$ cat src/rtl/arm_decode_unit.sv
// ARM-subset instruction decode stage: condition check, control decode with
// hazard/condition gating, operand field extraction and a 16x32 register file.
module arm_decode_unit (
  input  logic        clk,
  input  logic        rst,
  input  logic [31:0] Instraction,
  input  logic [31:0] Resault_WB,
  input  logic        writeBackEn,
  input  logic [3:0]  Dest_wb,
  input  logic        hazard,
  input  logic [3:0]  SR,
  output logic [3:0]  EXE_CMD,
  output logic        MEM_R_EN,
  output logic        MEM_W_EN,
  output logic        WB_EN,
  output logic        B,
  output logic        S,
  output logic [31:0] Val_Rn,
  output logic [31:0] Val_Rm,
  output logic        imm,
  output logic [11:0] Shift_operand,
  output logic [23:0] Signed_imm_24,
  output logic [3:0]  Dest,
  output logic [3:0]  src1,
  output logic [3:0]  src2,
  output logic        Two_src,
  output logic        MOV_MVN,
  output logic        NOP
);

  logic [31:0] regs [16];
  logic [1:0]  mode;
  logic [3:0]  op;
  logic        sbit;
  logic        cond_ok;
  logic        mem_w_raw;
  logic [8:0]  raw_ctrl;   // {EXE_CMD, MEM_R_EN, MEM_W_EN, WB_EN, B, S}
  logic [8:0]  ctrl;

  function automatic logic cond_pass(input logic [3:0] cond, input logic [3:0] sr);
    logic n, z, c, v;
    {n, z, c, v} = sr;
    case (cond)
      4'b0000: cond_pass = z;
      4'b0001: cond_pass = ~z;
      4'b0010: cond_pass = c;
      4'b0011: cond_pass = ~c;
      4'b0100: cond_pass = n;
      4'b0101: cond_pass = ~n;
      4'b0110: cond_pass = v;
      4'b0111: cond_pass = ~v;
      4'b1000: cond_pass = c & ~z;
      4'b1001: cond_pass = ~c | z;
      4'b1010: cond_pass = (n == v);
      4'b1011: cond_pass = (n != v);
      4'b1100: cond_pass = ~z & (n == v);
      4'b1101: cond_pass = z | (n != v);
      4'b1110: cond_pass = 1'b1;
      default: cond_pass = 1'b0;
    endcase
  endfunction

  // Write-through: a same-cycle write to the read index wins over the array.
  function automatic logic [31:0] rf_read(input logic [3:0] idx, input logic wen,
                                          input logic [3:0] widx, input logic [31:0] wdata,
                                          input logic [31:0] stored);
    rf_read = (wen && idx == widx) ? wdata : stored;
  endfunction

  assign mode          = Instraction[27:26];
  assign op            = Instraction[24:21];
  assign sbit          = Instraction[20];
  assign imm           = Instraction[25];
  assign Shift_operand = Instraction[11:0];
  assign Signed_imm_24 = Instraction[23:0];
  assign Dest          = Instraction[15:12];
  assign src1          = Instraction[19:16];
  assign NOP           = (Instraction == 32'h0);
  assign MOV_MVN       = (op == 4'b1101) || (op == 4'b1111);
  assign cond_ok       = cond_pass(Instraction[31:28], SR);

  always_comb begin
    raw_ctrl = '0;
    case (mode)
      2'b00: begin
        case (op)
          4'b1101: raw_ctrl = {4'b0001, 3'b001, 1'b0, sbit};
          4'b1111: raw_ctrl = {4'b1001, 3'b001, 1'b0, sbit};
          4'b0100: raw_ctrl = {4'b0010, 3'b001, 1'b0, sbit};
          4'b0101: raw_ctrl = {4'b0011, 3'b001, 1'b0, sbit};
          4'b0010: raw_ctrl = {4'b0100, 3'b001, 1'b0, sbit};
          4'b0110: raw_ctrl = {4'b0101, 3'b001, 1'b0, sbit};
          4'b0000: raw_ctrl = {4'b0110, 3'b001, 1'b0, sbit};
          4'b1100: raw_ctrl = {4'b0111, 3'b001, 1'b0, sbit};
          4'b0001: raw_ctrl = {4'b1000, 3'b001, 1'b0, sbit};
          4'b1010: raw_ctrl = {4'b0100, 3'b000, 1'b0, sbit};
          4'b1000: raw_ctrl = {4'b0110, 3'b000, 1'b0, sbit};
          default: raw_ctrl = '0;
        endcase
      end
      2'b01: begin
        if (sbit) raw_ctrl = {4'b0010, 3'b101, 1'b0, 1'b0};
        else      raw_ctrl = {4'b0010, 3'b010, 1'b0, 1'b0};
      end
      2'b10:   raw_ctrl = {4'b0000, 3'b000, 1'b1, 1'b0};
      default: raw_ctrl = '0;
    endcase
    if (NOP) raw_ctrl = '0;
  end

  // Operand selection uses the ungated store flag so a stalled store still reads Rd.
  assign mem_w_raw = raw_ctrl[3];
  assign src2      = mem_w_raw ? Instraction[15:12] : Instraction[3:0];
  assign Two_src   = ~imm | mem_w_raw;

  assign ctrl = (cond_ok && !hazard) ? raw_ctrl : '0;
  assign {EXE_CMD, MEM_R_EN, MEM_W_EN, WB_EN, B, S} = ctrl;

  always_ff @(posedge clk) begin
    if (rst) begin
      for (int i = 0; i < 16; i++) regs[i] <= 32'(i);
    end else if (writeBackEn) begin
      regs[Dest_wb] <= Resault_WB;
    end
  end

  assign Val_Rn = rf_read(src1, writeBackEn, Dest_wb, Resault_WB, regs[src1]);
  assign Val_Rm = rf_read(src2, writeBackEn, Dest_wb, Resault_WB, regs[src2]);

endmodule

$ cat config.mk
export PLATFORM = sky130hd
export DESIGN_NAME = arm_decode_unit
export DESIGN_NICKNAME = d
export VERILOG_FILES = /design/src/rtl/arm_decode_unit.sv
export SDC_FILE = /design/constraint.sdc
export NUM_CORES = 1
export LEC_CHECK = 0
export BUFFER_PORTS_ARGS = -buffer_cell sky130_fd_sc_hd__buf_2
export CAP_MARGIN = 20
export CORE_MARGIN = 1
export CORE_UTILIZATION = 55
export DETAILED_ROUTE_END_ITERATION = 6
export GPL_ROUTABILITY_DRIVEN = 0
export GPL_TIMING_DRIVEN = 1
export PLACE_DENSITY = 0.71
export SYNTH_ARGS = -nofsm -noshare
export SYNTH_HDL_FRONTEND = slang
export SYNTH_SLANG_ARGS = --single-unit
$ cat constraint.sdc
create_clock -name clk -period 3 [get_ports clk]
set_input_delay 0.3 -clock clk [delete_from_list [all_inputs] [get_ports clk]]
set_output_delay 0.3 -clock clk [all_outputs]
set_load 0.005 [all_outputs]
; After elaboration in Yosys (flattened, before gate mapping)
; Memory sizes are Yosys's and may differ from the RTL's.
; Index checks and enable logic that the tools add are counted.
[word_totals]
reg_bits = 0
latchBits = 0
mem_bits_rw = 512
romBits = 0
input_bits = 76
out_inout_bits = 125
wordCells = 68
mem_count = 1
[classes]
addsub = 0
n_mul = 0
div = 0
magnitude_cmp = 0
eq_ne = 30
n_shift = 0
n_mux = 17
bitwise = 10
n_reduce_logical = 10
[memory_table]
columns = memory, depth, width, read_ports, rd_clocked_by_memory_dff, wr, line_no
row1 = regs, 16, 32, 2, 0, 16, 31  ; logic [31:0] regs [16];
[op_table]
columns = operator, n
row1 = $pmux 9 s11, 1
row2 = $mux 32, 3
row3 = $eq 4x4->1 const B, 12
row4 = $logic_not 32->1, 1
row5 = $reduce_or 32->1, 1
row6 = $eq 4x3->1 const B, 7
row7 = $pmux 9 s3, 1
row8 = $mux 9, 2
row9 = $pmux 1 s15, 1
row10 = $eq 4x2->1 const B, 3
row11 = $eq 4x1->1 const B, 2
row12 = $eq 4x4->1, 2
row13 = $logic_not 4->1, 2
row14 = $mux 4, 2
row15 = $mux 1, 6
row16 = $mux 5, 1
row17 = $not 1->1, 5
row18 = $logic_and 1x1->1, 3
row19 = $or 1x1->1, 3
row20 = $and 1x1->1, 2
row21 = $eq 2x1->1 const B, 1
row22 = $eq 2x2->1 const B, 1
row23 = $logic_not 2->1, 1
row24 = $eq 1x1->1, 1
row25 = other kinds (3), 3

; Logic depth before layout (Yosys ltp)
; Gate-level depths: netlist of the first run.
[depth]
word_depth = 8
ltp_mapped = 11
depth_no_buf = 7

; Worst setup path before layout of the first run
; Ideal clock, no wire load.
[synth_path]
kind = input to output
from = input Instraction[17]
to = output Val_Rn[10]
arrival_ps = 2226
t_required_ps = 2700
setup_slack_ps = 474
stages = 5
path_buffers = 2
cell_sequence = clkbuf_1 clkbuf_1 mux4_2 mux4_2 mux2_2
[synth_between]
elab_chain_cells = 3
word_cells_on_any_way = 4
cone_classes = 1 x eq/ne / 1 x mux / 1 x reduce/logical / 1 x memory
[synth_lines]
columns = item, line_no
row1 = from (decl), 6  ; input logic [31:0] Instraction,
row2 = "parallel branches: the longest is 2 deep, another holds $mem_v2 16x32", n/a
row3 = $mux 32 (*), 67  ; rf_read = (wen && idx == widx) ? wdata : stored;
row4 = to (decl), 18  ; output logic [31:0] Val_Rn,
; Every way passes the cells marked *.

; Worst setup path after layout of the first run
[layout_path]
from = input Instraction[20]
to = output Val_Rm[4]
[layout_between]
elab_chain_cells = 7
word_cells_on_any_way = 9
cone_classes = 1 x eq/ne / 5 x mux / 2 x reduce/logical / 1 x memory
[layout_lines]
columns = item, line_no
row1 = $mux 5, 102  ; if (sbit) raw_ctrl = {4'b0010, 3'b101, 1'b0, 1'b0};
row2 = $pmux 9 s3, 84  ; case (mode)
row3 = $mux 9 (*), 108  ; if (NOP) raw_ctrl = '0;
row4 = $mux 4 (*), 113  ; assign src2 = mem_w_raw ? Instraction[15:12] : Instraction[3:0];
row5 = "parallel branches: the longest is 2 deep, another holds $mem_v2 16x32", n/a
row6 = $mux 32 (*), 67
row7 = to (decl), 19  ; output logic [31:0] Val_Rm,
; Marked as above.

==> results.md, run 1 <==
Placement:
- The placed cell count is 3127.
- The number of port buffers is 200.
- The wire-length estimate of the detail-placed layout is 54020 µm.

Layout:
- The register with the most flip-flops in the layout has 512 of them.
- The register with the most flip-flops in the final layout is regs.
- The total number of nets in the final design is 2581.
- The signed area change from the synthesized netlist to the final layout is 13.44%.
- The layout cell share with drive strength beyond 1 is 25.72%.
- The largest registers in the layout are regs: 512 flops.
- The finished layout holds 3228 standard cells, fillers aside.
- The total of fill cells in the finished design is 3858.

Routing:
- In the routed design, unresolved DRC markers number 0.
- The antenna violation net count after detailed routing is 0.
- The number of DRC violations after detailed-routing iteration 0 is 3674.
- Dividing the detail-routed via count by the number of cells gives 6.797.
- Summing over every cut layer, the via total after detailed routing is 21940.
- After detailed routing, the total wire length is 92110 µm.
- The first detailed-routing pass ran for 6 iterations.
- The routed wirelength normalized by instance count is 28.53 µm.

Worst setup path:
- The sort of element at the start of the critical path is a primary input.
- The critical path goes through buf_2 -> or3b_1 -> a21oi_4 -> buf_4 -> clkbuf_16 -> a21oi_1 -> a221oi_1 -> a21oi_1 -> a31oi_1 -> buf_2.
- Among all stages on the critical path, the largest delay is contributed by sky130_fd_sc_hd__or3b_1.
- The critical path's top delay family is compound AO/OA/AOI/OAI gates.
- Counting both buffers and inverters, the worst setup path holds a total of 4.
- The kind of end point of the critical path is an output pin.
- The worst setup path is of the in -> out kind.
- Data on the critical path is required at its endpoint by 2.70 ns.
- The largest fanout on the critical path is 34.
- The peak per-stage delay on the critical path is 0.44 ns.
- The arrival time of the worst setup path is 2.63 ns.

Timing:
- The sum of negative setup slack is 0 ns.
- Across all hold checks on the routed design, the worst slack comes to 0.1689 ns.
- Setup violations remaining at the end of the flow were counted as 0.
- The count of pins over their slew limit is 0.
- The period utilization is 97.65%.
- The number of failing hold endpoints at the final stage is 0.
- The slew of the pin with the lowest slew margin is 0.9479 ns.
- The time the final worst path needs with I/O delays and setup is 2.930 ns.
- The maximum operating frequency is 341.3 MHz.
- Setup repair after global routing left no endpoint under its margin.
- The tightest slew margin relative to the limit is 36.38%.

Floorplan:
- The initial core utilization is 55.91%.
- The die is 231.1 µm tall.
- The die is 231.1 µm wide.
- The number of placed I/O pins is 201.
- The floorplan has 83 rows.
- The floorplan step defined a core boundary enclosing 0.05161 mm².
- The die covers 0.05339 mm².

Clocking:
- The clock tree synthesis step divided the H-tree into 2 levels.
- The number of hold buffers added after CTS was 0.
- The number of buffers on the longest clock path is 3.
- Clock tree synthesis found a total of 512 sinks.
- The number of clock buffers inserted by TritonCTS is 54.
- The post-CTS clock slew at the launch and capture registers of the worst setup and hold paths is 0.06 ns.
- TritonCTS built the clock tree.
- The buffer type at the clock tree root is sky130_fd_sc_hd__clkbuf_16.

Synth:
- The synthesized netlist contains 51 unique library cells.
- Counting every instance in the synthesized netlist gives 2417.
- The count of flip-flops with a built-in enable after synthesis is 512.
- The combined area of all synthesized cells is 0.02886 mm².
- The post-synthesis sequential element count is 512.
- The share of async-settable or async-resettable flops after synthesis is 0%.
- The post-synth net total is 2493.
- The Yosys step of the flow raised 0 warnings.
- The average instance in the mapped netlist occupies 11.94 µm².
- The sequential share of the synthesized area is 53.28%.
- The most common flop cell mapped by yosys is sky130_fd_sc_hd__edfxtp_1.

Power and ir drop:
- The design draws 18490 µW.
- The cell area power density is 564.9 mW/mm².
- The largest voltage drop on the vdd net is 0.0004547 V.
- The leakage power summed over all cells is 0.01175 µW.

Global routing:
- The first global-routing pass estimated 134500 µm of wire.
- The maximum number of pins on one net before global-route repair is 70.
- The initial antenna violation count was 5.
- The number of global-route vias before repair is 20950.
- Global routing used 34.45% of the available tracks across all layers.
- Global routing finished with a remaining overflow of 0.

Hold path:
- The startpoint of the lowest-slack hold path is Resault_WB[14].
- The worst min-delay path endpoint is regs[6][14].
- The worst hold path was traced through 2 stages.
- The kind of path behind the tightest hold check is in -> reg.

Outcome:
- The run finished with clean final reports.

Flow run:
- The number of violations of the max-capacitance limit is 0.
-- per-stage QoR --
stage | utilization (%) | area (µm²) | setup slack [ns]
CTS | 63.31 | 32680 | 0.07325
global route | 63.43 | 32740 | 0.01190
finish | 63.43 | 32740 | 0.07035
floorplan | - | 28860 | 0.4735
global placement | 59.67 | 30800 | 0.08979
detailed placement | 59.67 | 30800 | 0.08503
-- cells by family (layout without fill, tap and decap cells) --
kind of cell,count (synthesis),in the layout,share of synthesized area [%]
flops,512,512,53.28
xor+xnor,15,15,0.4552
buf+inv,292,422,4.760
compound gates,489,489,10.42
simple gates,908,908,16.85
mux,201,201,14.23
other cells,0,1,0
-- power by group --
group	total (µW)	switching (µW)	internal [µW]	leakage (µW)
Sequential	8520	232	8290	0.00490
Combinational	2780	1610	1170	0.00594
Clock	7190	2910	4280	0.000909
-- layer usage --
layer  track usage [%]  routed length, µm  up-vias  part of all wire (%)
met2             53.14              41930     1794                    46
met4             12.98               3542        0                   3.8
met1             47.30              33950    10740                    37
met5                 0                  0        -                     0
li1                  -                  -     9116                     -
met3             8.637              12680      292                    14
-- worst max-delay path by stage --
stage	startpoint	to	slack, ns	depth (start not counted)
floorplan	Instraction[17]	Val_Rn[10]	0.47	5
global placement	Instraction[20]	Val_Rm[8]	0.09	10
detailed placement	Instraction[20]	Val_Rm[1]	0.09	10
CTS	Instraction[20]	Val_Rm[1]	0.07	10
global route	Instraction[20]	Val_Rm[12]	0.01	10
finish	Instraction[20]	Val_Rm[4]	0.07	10
-- repair_timing --
item / CTS / global route
setup endpoints to repair: 0 / 12
setup buffers: 0 / 1
gates resized for setup: 0 / 5
-- placed cells by master, fill, tap and decap left out, drive strengths merged, types with 2 or more instances in the layout --
cell type / n
a221oi: 31
nand3: 11
a31oi: 31
and2: 464
mux4: 164
nand2b: 9
buf: 316
a21oi: 285
nand2: 269
nor2b: 5
xor2: 9
or3: 30
edfxtp: 512
nor3: 24
bufinv: 11
clkinv: 23
clkbuf: 60
nand3b: 4
clkinvlp: 4
or2: 16
nand4: 4
o21ai: 8
nor3b: 2
mux2i: 2
inv: 8
xnor2: 6
a22oi: 124
nor4: 16
mux2: 35
nor2: 50
-- Yosys cell counts, types with 6 or more instances --
| cell | number | share of area (%) |
|---|---|---|
| sky130_fd_sc_hd__nand2b_1 | 9 | 0.20 |
| sky130_fd_sc_hd__mux4_2 | 164 | 13 |
| sky130_fd_sc_hd__clkbuf_1 | 173 | 2.3 |
| sky130_fd_sc_hd__mux2_2 | 35 | 1.4 |
| sky130_fd_sc_hd__nor2_1 | 50 | 0.65 |
| sky130_fd_sc_hd__and2_1 | 464 | 10 |
| sky130_fd_sc_hd__a221oi_2 | 9 | 0.47 |
| sky130_fd_sc_hd__xnor2_1 | 6 | 0.18 |
| sky130_fd_sc_hd__a22oi_1 | 124 | 3.2 |
| sky130_fd_sc_hd__a221oi_1 | 22 | 0.67 |
| sky130_fd_sc_hd__buf_2 | 52 | 0.90 |
| sky130_fd_sc_hd__nand2_1 | 269 | 3.5 |
| sky130_fd_sc_hd__xor2_1 | 9 | 0.27 |
| sky130_fd_sc_hd__a21oi_1 | 284 | 4.9 |
| sky130_fd_sc_hd__or2_2 | 16 | 0.35 |
| sky130_fd_sc_hd__edfxtp_1 | 512 | 53 |
| sky130_fd_sc_hd__o21ai_0 | 7 | 0.12 |
| sky130_fd_sc_hd__nor4_1 | 16 | 0.35 |
| sky130_fd_sc_hd__buf_1 | 7 | 0.091 |
| sky130_fd_sc_hd__buf_4 | 52 | 1.4 |
| sky130_fd_sc_hd__nand3_1 | 11 | 0.19 |
| sky130_fd_sc_hd__or3_1 | 30 | 0.65 |
| sky130_fd_sc_hd__nor3_1 | 24 | 0.42 |
| sky130_fd_sc_hd__a31oi_1 | 31 | 0.67 |
-- area by class of cell --
type	instances	area [µm²]	area share [%]
Antenna cell	1	2.502	0.007644
Timing Repair Buffer	318	2351	7.181
Sequential cell	512	15370	46.96
Multi-Input combinational cell	1613	12250	37.41
Inverter	6	35.03	0.1070
Clock buffer	58	1388	4.238
Clock inverter	40	490.5	1.498
Tap cell	680	850.8	2.599
Note: power is estimated with default switching activity, not from simulation.
==> inputs of run 2 (changes only) <==
Settings changed: CORE_UTILIZATION 55 to 40, PLACE_DENSITY 0.71 to 0.54.
==> results.md, run 2 (same netlist as run 1, synthesis figures left out) <==
Routing:
- The average via count per standard cell is 6.042 (-11%).
- The number of DRC violations after detailed-routing iteration 0 is 2668 (-27%).
- The antenna violation net count after detailed routing is 0 (unchanged).
- The DRC violation count after routing is 0 (unchanged).
- The total vias in the final route was 21290 (-3.0%).
- The routed wirelength normalized by instance count is 28.60 µm (+0.25%).
- The overall routed net length is 100800 µm (+9.4%).
- The first-pass iteration count of the detailed router came to 6 (unchanged).

Global routing:
- The number of global-route vias before repair is 20800 (-0.69%).
- The initial antenna violation count is 4 (-1).
- The maximum number of pins on one net before global-route repair is 57 (-19%).
- The first-pass GRT wire length is 144100 µm (+7.1%).
- The global-route congestion overflow total was 0 (unchanged).
- The global-route usage over all layers came to 26.98% (-7.5 points).

Flow run:
- The number of violations of the max-capacitance limit is 0 (unchanged).

Worst setup path:
- The worst setup path is launched from a primary input.
- The worst setup path is of the in -> out kind.
- The worst setup path is captured at an output pin.
- The signal on the critical path passes through buf_2 -> or3b_1 -> a21oi_4 -> buf_12 -> buf_12 -> buf_4 -> a21oi_1 -> a22oi_1 -> a22oi_1 -> a31oi_1 -> buf_2.
- The peak per-stage delay on the critical path is 0.42 ns (-0.02 ns).
- Among all stages on the critical path, the largest delay is contributed by sky130_fd_sc_hd__or3b_1.
- The arrival time of the worst setup path came to 2.60 ns (-0.03 ns).
- The largest fanout on the critical path came to 37 (+8.8%).
- The required time at the worst-slack endpoint came to 2.70 ns (about the same).

Clocking:
- The count of H-tree levels built during CTS came to 2 (unchanged).
- The number of buffers on the longest clock path is 3 (unchanged).
- TritonCTS built the clock tree.
- The number of clock buffers inserted by TritonCTS was 57 (+5.6%).
- The post-CTS clock slew at the launch and capture registers of the worst setup and hold paths is 0.06 ns (about the same).
- The quantity of hold-fixing buffers added after cts came to 0 (unchanged).
- The number of cells upsized or downsized after cts is 0 (unchanged).
- The number of sinks on the clock net is 512 (unchanged).
- The buffer type at the clock tree root is sky130_fd_sc_hd__clkbuf_16.
- The post-CTS repair timing setup buffer count is 0 (unchanged).

Timing:
- The worst hold slack across all endpoints is 0.1708 ns (+0.001958 ns).
- The sum of negative setup slack is 0 ns (unchanged).
- The worst setup slack after layout is 0.1034 ns (+0.03302 ns).
- The maximum operating frequency is 345.2 MHz (+1.1%).
- The slew of the pin with the lowest slew margin is 0.8175 ns (-0.1304 ns).
- The count of pins over their slew limit is 0 (unchanged).
- The final setup violation count is 0 (unchanged).
- The tightest slew margin relative to the limit is 45.50% (+9.1 points).
- The period utilization was 96.55% (-1.1 points).
- The time the final worst path needs with I/O delays and setup is 2.897 ns (-0.03302 ns).
- Setup repair after global routing left no endpoint under its margin.
- The number of failing hold endpoints at the final stage was 0 (unchanged).

Layout:
- The most frequent standard cell in the layout excluding fill and tap cells is sky130_fd_sc_hd__edfxtp_1.
- In the layout the commonest cells are sky130_fd_sc_hd__edfxtp_1 (512), sky130_fd_sc_hd__and2_1 (464), sky130_fd_sc_hd__a21oi_1 (284).
- The flip-flop count of the largest register after layout is 512 (unchanged).
- The signed area change from the synthesized netlist to the final layout is 15.66%.
- The top register by number of flip-flops is regs.
- The total number of nets in the final design is 2602 (+0.81%).
- The number of standard cells in the final layout excluding fillers is 3523 (+9.1%).
- The total of fill cells in the finished design is 6255 (+62%).
- The layout cell share with drive strength beyond 1 is 25.93% (+0.22 points).
- The largest registers in the layout are regs: 512 flops.

Power and ir drop:
- The largest voltage drop on the vdd net is 0.0004324 V (-4.9%).
- The leakage power summed over all cells is 0.01188 µW (+1.1%).
- The cell area power density is 554.2 mW/mm² (-1.9%).
- The total power of the final layout came to 18500 µW (about the same).

Placement:
- The worst slack after detailed placement is 0.08767 ns (+0.002643 ns).
- The placed cell count is 3414 (+9.2%).
- The number of port buffers was 200 (unchanged).
- The detailed placement HPWL is 58800 µm (+8.8%).

Floorplan:
- The number of placed I/O pins is 201 (unchanged).
- The y dimension of the die is 270.6 µm (+17%).
- The core area is 0.07149 mm² (+39%).
- The horizontal die dimension is 270.6 µm (+17%).
- The initial core utilization came to 40.37% (-16 points).
- The number of cell rows is 98 (+18%).
- The area of the die is 0.07322 mm² (+37%).

Hold path:
- The worst hold path belongs to the class in -> reg.

Outcome:
- The run finished with clean final reports.
run 2: cell types whose count changed in the layout (fill, tap and decap cells not counted), moves of 3 or more:
cell / change
sky130_fd_sc_hd__buf_12: +14
sky130_fd_sc_hd__clkbuf_1: +10
sky130_fd_sc_hd__nor2_2: -9
sky130_fd_sc_hd__nor2_4: +9
sky130_fd_sc_hd__buf_4: +5
sky130_fd_sc_hd__bufinv_16: -3
run 2: final cells by class:
| type | instances | area, µm² | area share (%) |
|---|---|---|---|
| clock buffers | 70 | 1475 | 4.420 |
| inverters | 6 | 32.53 | 0.09747 |
| well taps | 950 | 1189 | 3.561 |
| multi-input cells | 1613 | 12270 | 36.77 |
| clock inverters | 35 | 372.9 | 1.117 |
| flip-flops and latches | 512 | 15370 | 46.06 |
| diodes | 1 | 2.502 | 0.007497 |
| repair buffers | 336 | 2659 | 7.966 |
run 2: through the flow:
| step | area (µm²) | utilization [%] |
|---|---|---|
| after floorplan | 28860 | - |
| after global placement | 31490 | 44.05 |
| after detailed placement | 31490 | 44.05 |
| after CTS | 33330 | 46.63 |
| after global routing | 33370 | 46.69 |
| final | 33380 | 46.69 |
run 2: power breakdown:
group          switching, µW  internal (µW)
registers                233           8290
logic                   1660           1210
clock network           2940           4160
run 2: final timing paths:
path	cells past startpoint	startpoint	endpoint	slack, ns
max	11	Instraction[27]	Val_Rm[4]	0.10
min	2	Resault_WB[12]	regs[10][12]	0.17
run 2: per-layer routing:
metal | vias up | part of all wire (%) | track usage (%)
met5 | - | 0.013 | 0
met4 | 2 | 3.3 | 9.099
met3 | 222 | 8.4 | 3.958
met2 | 1211 | 48 | 44.45
met1 | 10700 | 41 | 36.46
li1 | 9155 | - | -
run 2: worst max-delay path, delay by kind of cell:
kind | cells | cell delay (ns)
AOI/OAI and AO/OA | 5 | 0.96
buffers and inverters | 5 | 0.88
and+or+nand+nor | 1 | 0.42
